## src/rtl/instr_encoder.sv

```systemverilog
// Packs symbolic MIPS instruction requests into 32-bit words and writes them
// to instruction memory at consecutive word addresses starting from BASE_ADDR.
module instr_encoder #(
  parameter int ADDR_W    = 10,
  parameter int BASE_ADDR = 0,
  parameter int DEPTH     = 1024
) (
  input  logic              clk,
  input  logic              rst_n,
  input  logic              start,
  input  logic              req_valid,
  output logic              req_ready,
  input  logic [4:0]        req_mnem,
  input  logic [4:0]        req_rs,
  input  logic [4:0]        req_rt,
  input  logic [4:0]        req_rd,
  input  logic [4:0]        req_shamt,
  input  logic [15:0]       req_imm,
  input  logic [25:0]       req_target,
  output logic              im_we,
  output logic [ADDR_W-1:0] im_addr,
  output logic [31:0]       im_wdata,
  output logic [ADDR_W:0]   count,
  output logic              done,
  output logic              err
);

  localparam logic [1:0] S_IDLE   = 2'd0;
  localparam logic [1:0] S_ACCEPT = 2'd1;
  localparam logic [1:0] S_WRITE  = 2'd2;
  localparam logic [1:0] S_DONE   = 2'd3;

  localparam logic [4:0] M_SLL = 5'd4;
  localparam logic [4:0] M_SRL = 5'd5;
  localparam logic [4:0] M_LUI = 5'd15;
  localparam logic [4:0] M_J   = 5'd17;
  localparam logic [4:0] M_END = 5'd31;

  // Returns {supported, word}; END and codes 18-30 report unsupported.
  function automatic logic [32:0] encode(
    input logic [4:0]  mnem,
    input logic [4:0]  rs,
    input logic [4:0]  rt,
    input logic [4:0]  rd,
    input logic [4:0]  shamt,
    input logic [15:0] imm,
    input logic [25:0] target
  );
    logic [5:0]  code;
    logic        r_type;
    logic        ok;
    logic [4:0]  rs_eff;
    logic [4:0]  sh_eff;
    logic [31:0] word;
    code   = 6'h00;
    r_type = 1'b0;
    ok     = 1'b1;
    case (mnem)
      5'd0:  begin r_type = 1'b1; code = 6'h20; end
      5'd1:  begin r_type = 1'b1; code = 6'h21; end
      5'd2:  begin r_type = 1'b1; code = 6'h22; end
      5'd3:  begin r_type = 1'b1; code = 6'h23; end
      5'd4:  begin r_type = 1'b1; code = 6'h00; end
      5'd5:  begin r_type = 1'b1; code = 6'h02; end
      5'd6:  begin r_type = 1'b1; code = 6'h2A; end
      5'd7:  begin r_type = 1'b1; code = 6'h24; end
      5'd8:  begin r_type = 1'b1; code = 6'h25; end
      5'd9:  code = 6'h09;
      5'd10: code = 6'h04;
      5'd11: code = 6'h05;
      5'd12: code = 6'h0A;
      5'd13: code = 6'h0D;
      5'd14: code = 6'h23;
      5'd15: code = 6'h0F;
      5'd16: code = 6'h2B;
      5'd17: code = 6'h02;
      default: ok = 1'b0;
    endcase
    // Shifts carry no rs; every other R-type carries no shamt; LUI carries no rs.
    if (r_type) begin
      rs_eff = (mnem == M_SLL || mnem == M_SRL) ? 5'd0 : rs;
      sh_eff = (mnem == M_SLL || mnem == M_SRL) ? shamt : 5'd0;
      word   = {6'h00, rs_eff, rt, rd, sh_eff, code};
    end else if (mnem == M_J) begin
      word = {code, target};
    end else begin
      rs_eff = (mnem == M_LUI) ? 5'd0 : rs;
      word   = {code, rs_eff, rt, imm};
    end
    return {ok, word};
  endfunction

  logic [1:0]      state;
  logic            we_p1;
  logic [32:0]     enc;
  logic [ADDR_W:0] count_next;
  logic            handshake;

  assign enc        = encode(req_mnem, req_rs, req_rt, req_rd, req_shamt, req_imm, req_target);
  assign count_next = count + (ADDR_W+1)'(1);
  assign handshake  = req_valid & req_ready;
  // A restart landing in the WRITE cycle cancels the pending strobe.
  assign im_we      = we_p1 & ~start;

  always_ff @(posedge clk or negedge rst_n) begin
    if (!rst_n) begin
      state     <= S_IDLE;
      req_ready <= 1'b0;
      we_p1     <= 1'b0;
      im_addr   <= ADDR_W'(BASE_ADDR);
      im_wdata  <= 32'h0;
      count     <= '0;
      done      <= 1'b0;
      err       <= 1'b0;
    end else if (start) begin
      state     <= S_ACCEPT;
      req_ready <= 1'b1;
      we_p1     <= 1'b0;
      im_addr   <= ADDR_W'(BASE_ADDR);
      count     <= '0;
      done      <= 1'b0;
      err       <= 1'b0;
    end else begin
      case (state)
        S_ACCEPT: begin
          if (handshake) begin
            if (req_mnem == M_END) begin
              state     <= S_DONE;
              req_ready <= 1'b0;
              done      <= 1'b1;
            end else if (enc[32]) begin
              state     <= S_WRITE;
              req_ready <= 1'b0;
              we_p1     <= 1'b1;
              im_wdata  <= enc[31:0];
            end else begin
              err <= 1'b1;
            end
          end
        end
        S_WRITE: begin
          we_p1   <= 1'b0;
          im_addr <= im_addr + ADDR_W'(1);
          count   <= count_next;
          if (count_next == (ADDR_W+1)'(DEPTH)) begin
            state <= S_DONE;
            done  <= 1'b1;
          end else begin
            state     <= S_ACCEPT;
            req_ready <= 1'b1;
          end
        end
        default: ;
      endcase
    end
  end

endmodule

```

## config.mk

```make
export PLATFORM = sky130hd
export DESIGN_NAME = instr_encoder
export DESIGN_NICKNAME = d
export VERILOG_FILES = /design/src/rtl/instr_encoder.sv
export SDC_FILE = /design/constraint.sdc
export NUM_CORES = 1
export LEC_CHECK = 0
export ABC_CLOCK_PERIOD_IN_PS = 2200
export CAP_MARGIN = 20
export CELL_PAD_IN_SITES_DETAIL_PLACEMENT = 2
export CELL_PAD_IN_SITES_GLOBAL_PLACEMENT = 2
export CORE_ASPECT_RATIO = 0.6
export CORE_MARGIN = 2
export CORE_UTILIZATION = 25
export DETAILED_ROUTE_END_ITERATION = 10
export HOLD_SLACK_MARGIN = 0.06
export MAX_ROUTING_LAYER = met4
export PLACE_DENSITY_LB_ADDON = 0.2
export SYNTH_ARGS = -nofsm -noshare
export SYNTH_HDL_FRONTEND = slang
export SYNTH_SLANG_ARGS = --single-unit
```

## constraint.sdc

```tcl
create_clock -name clk -period 2.2 [get_ports clk]
set_input_delay 0.22 -clock clk [delete_from_list [all_inputs] [get_ports clk]]
set_output_delay 0.22 -clock clk [all_outputs]
set_load 0.01 [all_outputs]
```

==> out/qor_table.md <==
| Item | This run | Unit |
| --- | --- | --- |
| Result of the run | finished, final reports clean | - |
| Sink count of the clock tree | 58 | - |
| Number of nets at the end of the flow | 542 | - |
| Area of the mapped netlist | 0.003221 | mm² |
| Logic pwr share | 27.5 | % |
| Synthesized Nets | 406 | - |
| Average footprint of a synthesized cell | 9.671 | µm² |
| Number of register bits inferred by synthesis | 58 | - |
| Min-Delay Path Class | primary input to async pin | - |
| TNS Setup | 0 | ns |
| Period utilization | 89.18 | % |
| Clock Latency Late Sink | 0.33 | ns |
| Most common cell after layout, fill and taps aside | sky130_fd_sc_hd__clkdlybuf4s50_1 | - |
| Area occupied by registers | 0.001451 | mm² |
| Synthesis Warnings | 0 | - |
| Final min period | 1.962 | ns |
| Total global routing track utilization | 17.43 | % |
| Port bufs | 126 | - |
| Drt first-iter violations | 77 | - |
| Number of vias in the routed layout | 3034 | - |
| Maximum fanout along the worst path | 6 | - |
| Worst reg2reg path depth | 6 | - |
| Clock Power Share | 35.5 | % |
| Global placer's final weighted congestion | 0.8069 | - |
| Switching power | 1.036 | mW |
| Clk Tree Root Cell | sky130_fd_sc_hd__clkbuf_16 | - |
| Sw Share | 28.04 | % |
| Fin. max-slew vios | 0 | - |
| Overall die height | 91.92 | µm |
| Area taken by multi-input logic gates | 0.001602 | mm² |
| Slew @ Worst Pin | 0.5357 | ns |
| CP Capture Type | flop | - |
| Cell area power density | 733.7 | mW/mm² |
| Die Wd | 150.5 | µm |
| Commonest non-fill, non-tap cells in the layout | 125 x sky130_fd_sc_hd__clkdlybuf4s50_1, 58 x sky130_fd_sc_hd__dfrtp_1, 37 x sky130_fd_sc_hd__nor2_1, 36 x sky130_fd_sc_hd__nand2_1, 20 x sky130_fd_sc_hd__o21ai_0 | - |
| Number of distinct standard cells referenced by the synthesized netlist | 55 | - |
| Crit path max-delay cell type | sky130_fd_sc_hd__a211oi_1 | - |
| Wirelength, routed | 11.03 | mm |
| Per-cell via count in the routed design | 4.711 | - |
| Final cell area excluding filler cells | 0.005037 | mm² |
| Number of cells upsized or downsized after cts | 0 | - |
| Pre-CTS worst setup slack | -0.1691 | ns |
| Required @ worst endpoint | 2.47 | ns |
| Layout Area Growth over Synthesis | 56.41 | % |
| Stages on the worst setup path | 6 | - |
| Portion of the post-synthesis area used by sequential elements | 45.07 | % |
| Global-route wire length before repair | 18.02 | mm |
| Predominant post-synthesis flop cell | sky130_fd_sc_hd__dfrtp_1 | - |
| Clock tree skew after final layout | 0.007146 | ns |
| Number of instances in the synthesized netlist | 333 | - |
| Clock-pin slew reported for the worst setup and hold paths after clock tree synthesis | 0.05 | ns |
| Max-cap check violation count | 0 | - |
| P_int | 2.660 | mW |
| Clk buf depth | 2 | - |
| Synth async-reset ratio | 100.0 | % |
| Core area | 0.01269 | mm² |
| Die Area | 0.01384 | mm² |
| Clock buffer count from CTS | 9 | - |
| Register share of total power | 37.0 | % |
| Post-route antenna net violation count | 0 | - |
| Worst vdd rail ir drop | 0.0003212 | V |
| Number of inserted diodes | 0 | - |
| Start-to-end type of the worst setup path | flop to flop | - |
| Share of post-route cells with drive strength above 1 | 10.97 | % |
| DP Area | 0.004745 | mm² |
| Number of synthesized flops with an enable pin | 0 | - |
| GRT Residual Overflow | 0 | - |
| Critical path cell sequence | ha_1 > nand2_1 > nor4_1 > o211ai_1 > a211oi_1 > a21bo_2 | - |
| Total DRC errors in the routed layout | 0 | - |
| Largest net degree at the start of global routing | 59 | - |
| Worst path bufs/invs | 0 | - |
| Detailed-placement wirelength estimate | 8.381 | mm |
| Site row count | 32 | - |
| Final routed wire length divided by cell count | 17.13 | µm |
| Slowest cell delay on critical path | 0.51 | ns |
| FMAX | 509.7 | MHz |
| Family of cells with the greatest summed delay on the critical path | compound AO/OA/AOI/OAI gates | - |
| Clock tree from TritonCTS | done | - |
| Via count of the first global-routing pass | 3360 | - |
| Unrepaired setup endpoints after global routing | false | - |
| Static leakage | 2.083 | nW |
| # fillers | 1350 | - |
| CTS H-tree lvls | 3 | - |
| Arrival time at the worst endpoint | 2.23 | ns |
| Max-slew headroom at the worst pin | 64.07 | % |
| Final hold viol count | 0 | - |
| Startpoint class of the critical path | flop | - |
| Final worst-path setup slack | 0.2380 | ns |
| First-pass iteration count of the detailed router | 6 | - |
| Number of antenna violations at the first check in global routing | 0 | - |
| Final setup violation count | 0 | - |
| I/O pin cnt | 128 | - |
| Effective utilization at floorplan | 25.37 | % |
==> worst reg2reg max path: stages, from the launching register on <==
cell                       delay, ns
sky130_fd_sc_hd__dfrtp_1        0.46
sky130_fd_sc_hd__ha_1           0.22
sky130_fd_sc_hd__nand2_1        0.11
sky130_fd_sc_hd__nor4_1         0.26
sky130_fd_sc_hd__o211ai_1       0.12
sky130_fd_sc_hd__a211oi_1       0.51
sky130_fd_sc_hd__a21bo_2        0.22
==> final cells by class <==
class                   instances  share of cell area, %
clock buffers                  12                  5.092
inverters                       6                 0.4471
multi-input cells             247                  31.79
flip-flops and latches         58                  28.81
repair buffers                147                  29.11
clock inverters                 4                 0.5216
well taps                     170                  4.223
==> kinds of logic after synthesis <==
group / Yosys count / synth area share, %
flip-flops: 58 / 45.07
XOR/XNOR: 21 / 5.711
multiplexers: 25 / 8.042
adder cells (fa/ha/maj): 2 / 0.7769
AO/OA/AOI/OAI: 84 / 17.72
AND/OR/NAND/NOR: 114 / 17.25
other: 1 / 0.1164
buffers and inverters: 28 / 5.322
==> final timing paths <==
| check | from | to | slack, ns |
|---|---|---|---|
| min | rst_n | im_wdata[15]$_DFFE_PN0P_ | 0.41 |
| min reg2reg | im_wdata[27]$_DFFE_PN0P_ | im_wdata[27]$_DFFE_PN0P_ | 0.48 |
| max | count[0]$_DFFE_PN0N_ | state[1]$_DFFE_PN0P_ | 0.24 |
| max in group asynchronous | rst_n | im_addr[4]$_DFFE_PN0N_ | 1.48 |
| min in group clk | im_wdata[27]$_DFFE_PN0P_ | im_wdata[27]$_DFFE_PN0P_ | 0.48 |
| max reg2reg | count[0]$_DFFE_PN0N_ | state[1]$_DFFE_PN0P_ | 0.24 |
==> timing repair <==
item / 4_1_cts / 5_1_grt
hold endpoints to repair: 58 / 0
buffers inserted: 0 / 0
hold buffers: 1 / 0
==> synthesized netlist by cell type, types with 2 or more instances <==
library cell | n | area share, %
sky130_fd_sc_hd__a211oi_1 | 8 | 1.9
sky130_fd_sc_hd__a21o_1 | 7 | 1.6
sky130_fd_sc_hd__a21oi_1 | 10 | 1.6
sky130_fd_sc_hd__a22oi_1 | 10 | 2.3
sky130_fd_sc_hd__a32oi_1 | 2 | 0.54
sky130_fd_sc_hd__a41oi_1 | 4 | 1.1
sky130_fd_sc_hd__and2_1 | 2 | 0.39
sky130_fd_sc_hd__and3_1 | 2 | 0.39
sky130_fd_sc_hd__buf_1 | 3 | 0.35
sky130_fd_sc_hd__buf_2 | 4 | 0.62
sky130_fd_sc_hd__buf_4 | 4 | 0.93
sky130_fd_sc_hd__buf_6 | 4 | 1.4
sky130_fd_sc_hd__clkbuf_1 | 6 | 0.70
sky130_fd_sc_hd__dfrtp_1 | 58 | 45
sky130_fd_sc_hd__ha_1 | 2 | 0.78
sky130_fd_sc_hd__inv_1 | 6 | 0.70
sky130_fd_sc_hd__mux2_2 | 7 | 2.4
sky130_fd_sc_hd__mux2i_1 | 18 | 5.6
sky130_fd_sc_hd__nand2_1 | 36 | 4.2
sky130_fd_sc_hd__nand2b_1 | 4 | 0.78
sky130_fd_sc_hd__nand3_1 | 4 | 0.62
sky130_fd_sc_hd__nand4_1 | 7 | 1.4
sky130_fd_sc_hd__nor2_1 | 37 | 4.3
sky130_fd_sc_hd__nor2b_1 | 5 | 0.97
sky130_fd_sc_hd__nor3_1 | 5 | 0.78
sky130_fd_sc_hd__nor4_1 | 2 | 0.39
sky130_fd_sc_hd__o211ai_1 | 2 | 0.47
sky130_fd_sc_hd__o21ai_0 | 20 | 3.1
sky130_fd_sc_hd__o21ai_1 | 7 | 1.1
sky130_fd_sc_hd__o31a_1 | 3 | 0.82
sky130_fd_sc_hd__xnor2_1 | 7 | 1.9
sky130_fd_sc_hd__xor2_1 | 14 | 3.8
==> state kept, by name, summed over array words and instances (netlist names) <==
signal and count:
count 11, done 1, err 1, im_addr 10
im_wdata 31, req_ready 1, state 2, we_p1 1
==> per-layer routing <==
| metal | GRT usage (%) | vias up | routed length [µm] |
|---|---|---|---|
| met3 | 4.279 | 7 | 460 |
| met2 | 27.20 | 64 | 5154 |
| met4 | 4.245 | 0 | 105 |
| li1 | - | 1458 | - |
| met5 | - | - | 0 |
| met1 | 22.81 | 1505 | 5308 |
==> power by group through the flow <==
stage / registers, mW / logic [mW] / clock network [mW]
after floorplan: 1.46 / 0.283 / 0
after global placement: 1.38 / 1.00 / 0
after detailed placement: 1.38 / 1.03 / 0
after CTS: 1.37 / 1.04 / 1.37
after global routing: 1.39 / 1.11 / 1.40
final: 1.37 / 1.02 / 1.31
==> through the flow <==
step / power [mW] / util, % / cells / hold slack [ns]
after floorplan: 1.745 / - / 333 / -0.07559
after global placement: 2.376 / 37.38 / 627 / 0.2529
after detailed placement: 2.419 / 37.38 / 627 / 0.2585
after CTS: 3.779 / 39.69 / 644 / 0.4410
after global routing: 3.910 / 39.69 / 644 / 0.4837
final: 3.696 / 39.69 / 644 / 0.4104
Note: power is estimated with default switching activity, not from simulation.
